===== config.mk =====
export PLATFORM = sky130hd
export DESIGN_NAME = lifo_pop_streamer
export DESIGN_NICKNAME = d
export VERILOG_FILES = /design/src/rtl/lifo_pkg.sv /design/src/rtl/stream_out_reg.sv /design/src/rtl/lifo_pop_streamer.sv
export SDC_FILE = /design/constraint.sdc
export NUM_CORES = 1
export LEC_CHECK = 0
export ABC_AREA = 0
export CAP_MARGIN = 20
export CORE_MARGIN = 2
export CORE_UTILIZATION = 46
export CTS_CLUSTER_DIAMETER = 50
export DETAILED_ROUTE_END_ITERATION = 7
export GPL_ROUTABILITY_DRIVEN = 0
export PLACE_DENSITY = 0.88
export SETUP_SLACK_MARGIN = 0.2
export SYNTH_ARGS = -nofsm -noshare
export SYNTH_HDL_FRONTEND = slang
export SYNTH_SLANG_ARGS = --single-unit

===== constraint.sdc =====
create_clock -name clk -period 2.6 [get_ports clk]
set_input_delay 0.52 -clock clk [delete_from_list [all_inputs] [get_ports clk]]
set_output_delay 0.52 -clock clk [all_outputs]
set_load 0.005 [all_outputs]

===== src/rtl/lifo_pkg.sv =====
// lifo_pkg: shared state encoding and depth helper for the LIFO read-side engine.
package lifo_pkg;

    typedef enum logic [1:0] {S_IDLE, S_POP, S_DRAIN, S_FINISH} pop_state_t;

    function automatic int unsigned depth_of(input int unsigned aw);
        return 32'd1 << aw;
    endfunction

endpackage


===== src/rtl/stream_out_reg.sv =====
// stream_out_reg: one-entry valid/ready output register carrying data and a last marker.
module stream_out_reg #(
    parameter int unsigned data_width = 8
) (
    input  logic                  clk,
    input  logic                  rst_n,
    input  logic                  load_i,
    input  logic [data_width-1:0] data_i,
    input  logic                  last_i,
    input  logic                  ready_i,
    output logic                  valid_o,
    output logic [data_width-1:0] data_o,
    output logic                  last_o
);

    logic                  valid_q;
    logic                  last_q;
    logic [data_width-1:0] data_q;

    // Data is only written on load, so it stays put while stalled.
    always_ff @(posedge clk or negedge rst_n) begin
        if (!rst_n) begin
            valid_q <= 1'b0;
            last_q  <= 1'b0;
            data_q  <= '0;
        end else if (load_i) begin
            valid_q <= 1'b1;
            last_q  <= last_i;
            data_q  <= data_i;
        end else if (ready_i) begin
            valid_q <= 1'b0;
            last_q  <= 1'b0;
        end
    end

    assign valid_o = valid_q;
    assign data_o  = data_q;
    assign last_o  = last_q;

endmodule


===== src/rtl/lifo_pop_streamer.sv =====
// lifo_pop_streamer: pops a requested number of stack entries onto a valid/ready
// stream, newest first, flagging underflow and reporting completion.
module lifo_pop_streamer
    import lifo_pkg::*;
#(
    parameter int unsigned data_width = 8,
    parameter int unsigned addr_width = 4
) (
    input  logic                  clk,
    input  logic                  reset,
    input  logic                  start,
    input  logic [addr_width:0]   count,
    input  logic                  empty,
    input  logic [data_width-1:0] r_data,
    output logic                  pop,
    output logic [data_width-1:0] m_data,
    output logic                  m_valid,
    input  logic                  m_ready,
    output logic                  m_last,
    output logic                  busy,
    output logic                  done,
    output logic                  underflow,
    output logic [addr_width:0]   popped
);

    localparam int unsigned CW = addr_width + 1;
    localparam logic [CW-1:0] DEPTH = CW'(depth_of(addr_width));
    localparam logic [CW-1:0] ONE = CW'(1);

    pop_state_t    state_q, state_d;
    logic [CW-1:0] remaining_q, remaining_d;
    logic [CW-1:0] popped_q, popped_d;
    logic          underflow_q, underflow_d;
    logic          out_free;

    assign out_free = !m_valid || m_ready;
    assign pop      = (state_q == S_POP) && !empty && (remaining_q != '0) && out_free;

    always_ff @(posedge clk or negedge reset) begin
        if (!reset) begin
            state_q     <= S_IDLE;
            remaining_q <= '0;
            popped_q    <= '0;
            underflow_q <= 1'b0;
        end else begin
            state_q     <= state_d;
            remaining_q <= remaining_d;
            popped_q    <= popped_d;
            underflow_q <= underflow_d;
        end
    end

    always_comb begin
        state_d     = state_q;
        remaining_d = remaining_q;
        popped_d    = popped_q;
        underflow_d = underflow_q;
        case (state_q)
            S_IDLE: if (start) begin
                remaining_d = (count > DEPTH) ? DEPTH : count;
                popped_d    = '0;
                underflow_d = 1'b0;
                state_d     = (count == '0) ? S_FINISH : S_POP;
            end
            S_POP: if (pop) begin
                remaining_d = remaining_q - ONE;
                popped_d    = popped_q + ONE;
                state_d     = (remaining_q == ONE) ? S_DRAIN : S_POP;
            end else if (remaining_q == '0) begin
                state_d = S_DRAIN;
            end else if (empty) begin
                // Skip DRAIN when the output register empties on this same edge.
                underflow_d = 1'b1;
                state_d     = out_free ? S_FINISH : S_DRAIN;
            end
            S_DRAIN: state_d = out_free ? S_FINISH : S_DRAIN;
            default: state_d = S_IDLE;
        endcase
    end

    stream_out_reg #(.data_width(data_width)) u_out (
        .clk    (clk),
        .rst_n  (reset),
        .load_i (pop),
        .data_i (r_data),
        .last_i (remaining_q == ONE),
        .ready_i(m_ready),
        .valid_o(m_valid),
        .data_o (m_data),
        .last_o (m_last)
    );

    assign busy      = state_q != S_IDLE;
    assign done      = state_q == S_FINISH;
    assign underflow = underflow_q;
    assign popped    = popped_q;

endmodule


==> run_results.csv <==
group,metric,value,unit
floorplan,num_rows,18,
critical_path,end_kind,"output port",
pwr,peakVddDrop,0.000584,V
placement,post-place-ws,-0.0119,ns
clocking,cts.sinks,23,
pwr,seq_power_share,0.377,
finish,diodes,0,
grt,antenna_found_initial,0,
grt,globalRouteTotalUtil,0.203,
route,drc,0,
sta,hold_viol_final,0,
grt,grt_busiest_layer,"met2",
grt,grt_max_degree,24,
clocking,clockRootBuffer,"clkbuf_4",
critical_path,path_class,"reg2out",
grt,grt_pass1_wl,4950,um
clocking,cts_hold_buf,0,
sta,skew,0.00911,ns
sta,setup_viol_count_final,0,
clocking,clock_path_buffers,2,
grt,gr-total-overflow,0,
synthesis,synth_top_area_cell,"dfrtp_1",
job,maxCapViolCount,0,
clocking,numCtsBuffers,3,
route,dr.pass1.iters,4,
route,viasPerCell,5.64,
route,wl,2930,um
placement,portBuffers,36,
clocking,path_clk_slew,0.12,ns
synthesis,syn_nets,153,
sta,finalCriticalPeriod,2.30,ns
synthesis,ys_seq_area_frac,0.476,
sta,finalCritPeriodShare,0.884,
synthesis,ys_ff_latch,23,
sta,worst_slack,0.302,ns
route,ant_nets,0,
pwr,power.switching,0.662,mW
sta,slew_headroom,0.581,
floorplan,fp.dieArea,3060,um2
sta,rsz0062_at_grt,"false",
route,drt_first_iter_violations,26,
synthesis,synth_warnings,0,
pwr,swShare,0.394,
floorplan,initial_core_util,0.488,
synthesis,netlist_top_cells_area,"dfrtp_1 (48%), nand2_1 (9.3%), ha_1 (4.1%)",
pwr,finalPower,1.68,mW
floorplan,die_x,55.3,um
grt,grt_pass1_vias,1076,
sta,final.setup.tns,0,ns
critical_path,startpoint_type,"flop",
synthesis,synth.top_cell.area_share,0.476,
clocking,cts_tree,"done",
sta,tightest_slew,0.622,ns
finish,final_area,1660,um2
pwr,p_leak,0.745,nW
synthesis,syn_area_per_cell,9.24,um2
pwr,pwr-share-comb,0.521,
critical_path,critPathArrivalTime,1.78,ns
sta,timing.hold.ws,0.493,ns
placement,dpl.hpwl,2200,um
floorplan,core,2480,um2
floorplan,die_h,55.3,um
finish,final_layout_size_suffix_gt1_frac,0.128,
route,vias,1139,
grt,grt_use_met3,0.0398,
sta,fmax,435,MHz
floorplan,ios,37,
outcome,status,"complete, no violations",
pwr,intPower,1.02,mW
clocking,clock_latency,0.32,ns
pwr,p_clk_frac,0.103,
critical_path,cp_max_fo,4,
grt,use_met1,0.252,
worst_hold_path,hold_path.class,"reg2reg",
synthesis,ys_types,38,
finish,nFillCells,215,
route,drt-wirelength-per-cell,14.5,um
placement,placed_area,1610,um2
critical_path,cp_data_required_time,2.08,ns
sta,slew_viol_final,0,
finish,area_growth,36.8,%
pwr,p_per_area,1020,nW/um2
synthesis,syn-instance-count,131,
synthesis,synth_area,1210,um2
finish,layout.nets,195,
grt,grt_use_met2,0.335,
clocking,cts.htree.levels,1,
## final timing paths
kind	start	end	slack [ns]	cells after the start
max in group asynchronous	reset	u_out.data_o[4]$_DFFE_PN0P_	1.83	2
setup / recovery	remaining_q[0]$_DFFE_PN0P_	pop	0.30	6
setup reg to reg	remaining_q[0]$_DFFE_PN0P_	remaining_q[2]$_DFFE_PN0P_	0.53	8
hold / removal	u_out.data_o[3]$_DFFE_PN0P_	u_out.data_o[3]$_DFFE_PN0P_	0.49	2
min in group asynchronous	reset	popped[0]$_DFFE_PN0P_	0.54	2
hold reg to reg	u_out.data_o[3]$_DFFE_PN0P_	u_out.data_o[3]$_DFFE_PN0P_	0.49	2
## cells in the mapped netlist (all sizes together)
master,count
ha,4
or4,1
clkbuf,3
or2,1
nand2b,2
o21a,1
nor4,2
nand3,6
o32a,1
nor3,1
o21ai,10
nor4b,1
a21oi,6
nand4,1
o2bb2ai,1
nor3b,3
o22ai,1
mux2i,1
o41ai,1
inv,5
a21o,1
nor2,7
dfrtp,23
a221oi,1
buf,3
a22o,2
and2,1
nand2,30
or3,3
nor2b,3
nand3b,2
a41oi,1
a32o,1
or3b,1
## flip-flops by register name, summed over array words and instances (netlist names)
| name | count |
|---|---|
| underflow | 1 |
| u_out.data_o | 8 |
| remaining_q | 5 |
| u_out.valid_o | 1 |
| state_q | 2 |
| u_out.last_o | 1 |
| popped | 5 |
## layer usage
metal | part of all wire | vias to the layer above
li1 | - | 540
met1 | 0.40 | 535
met2 | 0.50 | 56
met3 | 0.075 | 8
met4 | 0.023 | 0
met5 | 0 | -
## timing repair
item / in CTS / in global routing
setup buffers: 2 / 0
endpoints found under the setup margin: 1 / 1
resized for setup: 8 / 0
pin swaps: 1 / 1
## power by group through the flow
stage | Clock, mW | Combinational [mW] | Sequential (mW)
floorplan | 0 | 0.484 | 0.619
global placement | 0 | 0.795 | 0.623
detailed placement | 0 | 0.841 | 0.631
CTS | 0.176 | 0.873 | 0.631
global route | 0.196 | 0.968 | 0.654
finish | 0.172 | 0.876 | 0.633
## cells by family after synthesis
group,count (synthesis),synth area share
simple gates,65,0.277
mux,1,0.00827
buf+inv,11,0.0476
compound gates,27,0.150
fa+ha+maj,4,0.0414
flops,23,0.476
## worst max-delay path, cell delays in order, from the launching register on
cell,delay (ns)
dfrtp_1,0.39
inv_2,0.06
ha_2,0.18
nor4b_4,0.14
or4_4,0.51
inv_2,0.08
buf_2,0.11
## layout make-up
cell class              instances  area, um2  share of cell area
multi-input cells              97        588               0.355
clock inverters                 1       5.00             0.00302
flip-flops and latches         23        576               0.348
inverters                       5       18.8              0.0113
clock buffers                   3       22.5              0.0136
repair buffers                 43        408               0.246
well taps                      30       37.5              0.0227
## stage by stage
step,util,instances
final,0.668,202
after global placement,0.648,196
after floorplan,-,131
after global routing,0.668,202
after CTS,0.668,202
after detailed placement,0.648,196
## placed cells by master, fill, tap and decap left out, drive strengths merged, types with 2 or more instances in the layout
master / instances
o21ai: 10
a22o: 2
nand2: 30
inv: 5
clkbuf: 3
dfrtp: 23
ha: 4
or3: 3
nor3b: 3
nand3b: 2
nor4: 2
clkdlybuf4s50: 35
a21oi: 6
nand2b: 2
nor2: 7
buf: 8
nor2b: 3
nand3: 6
No activity file was read; power rests on OpenSTA's default activity.
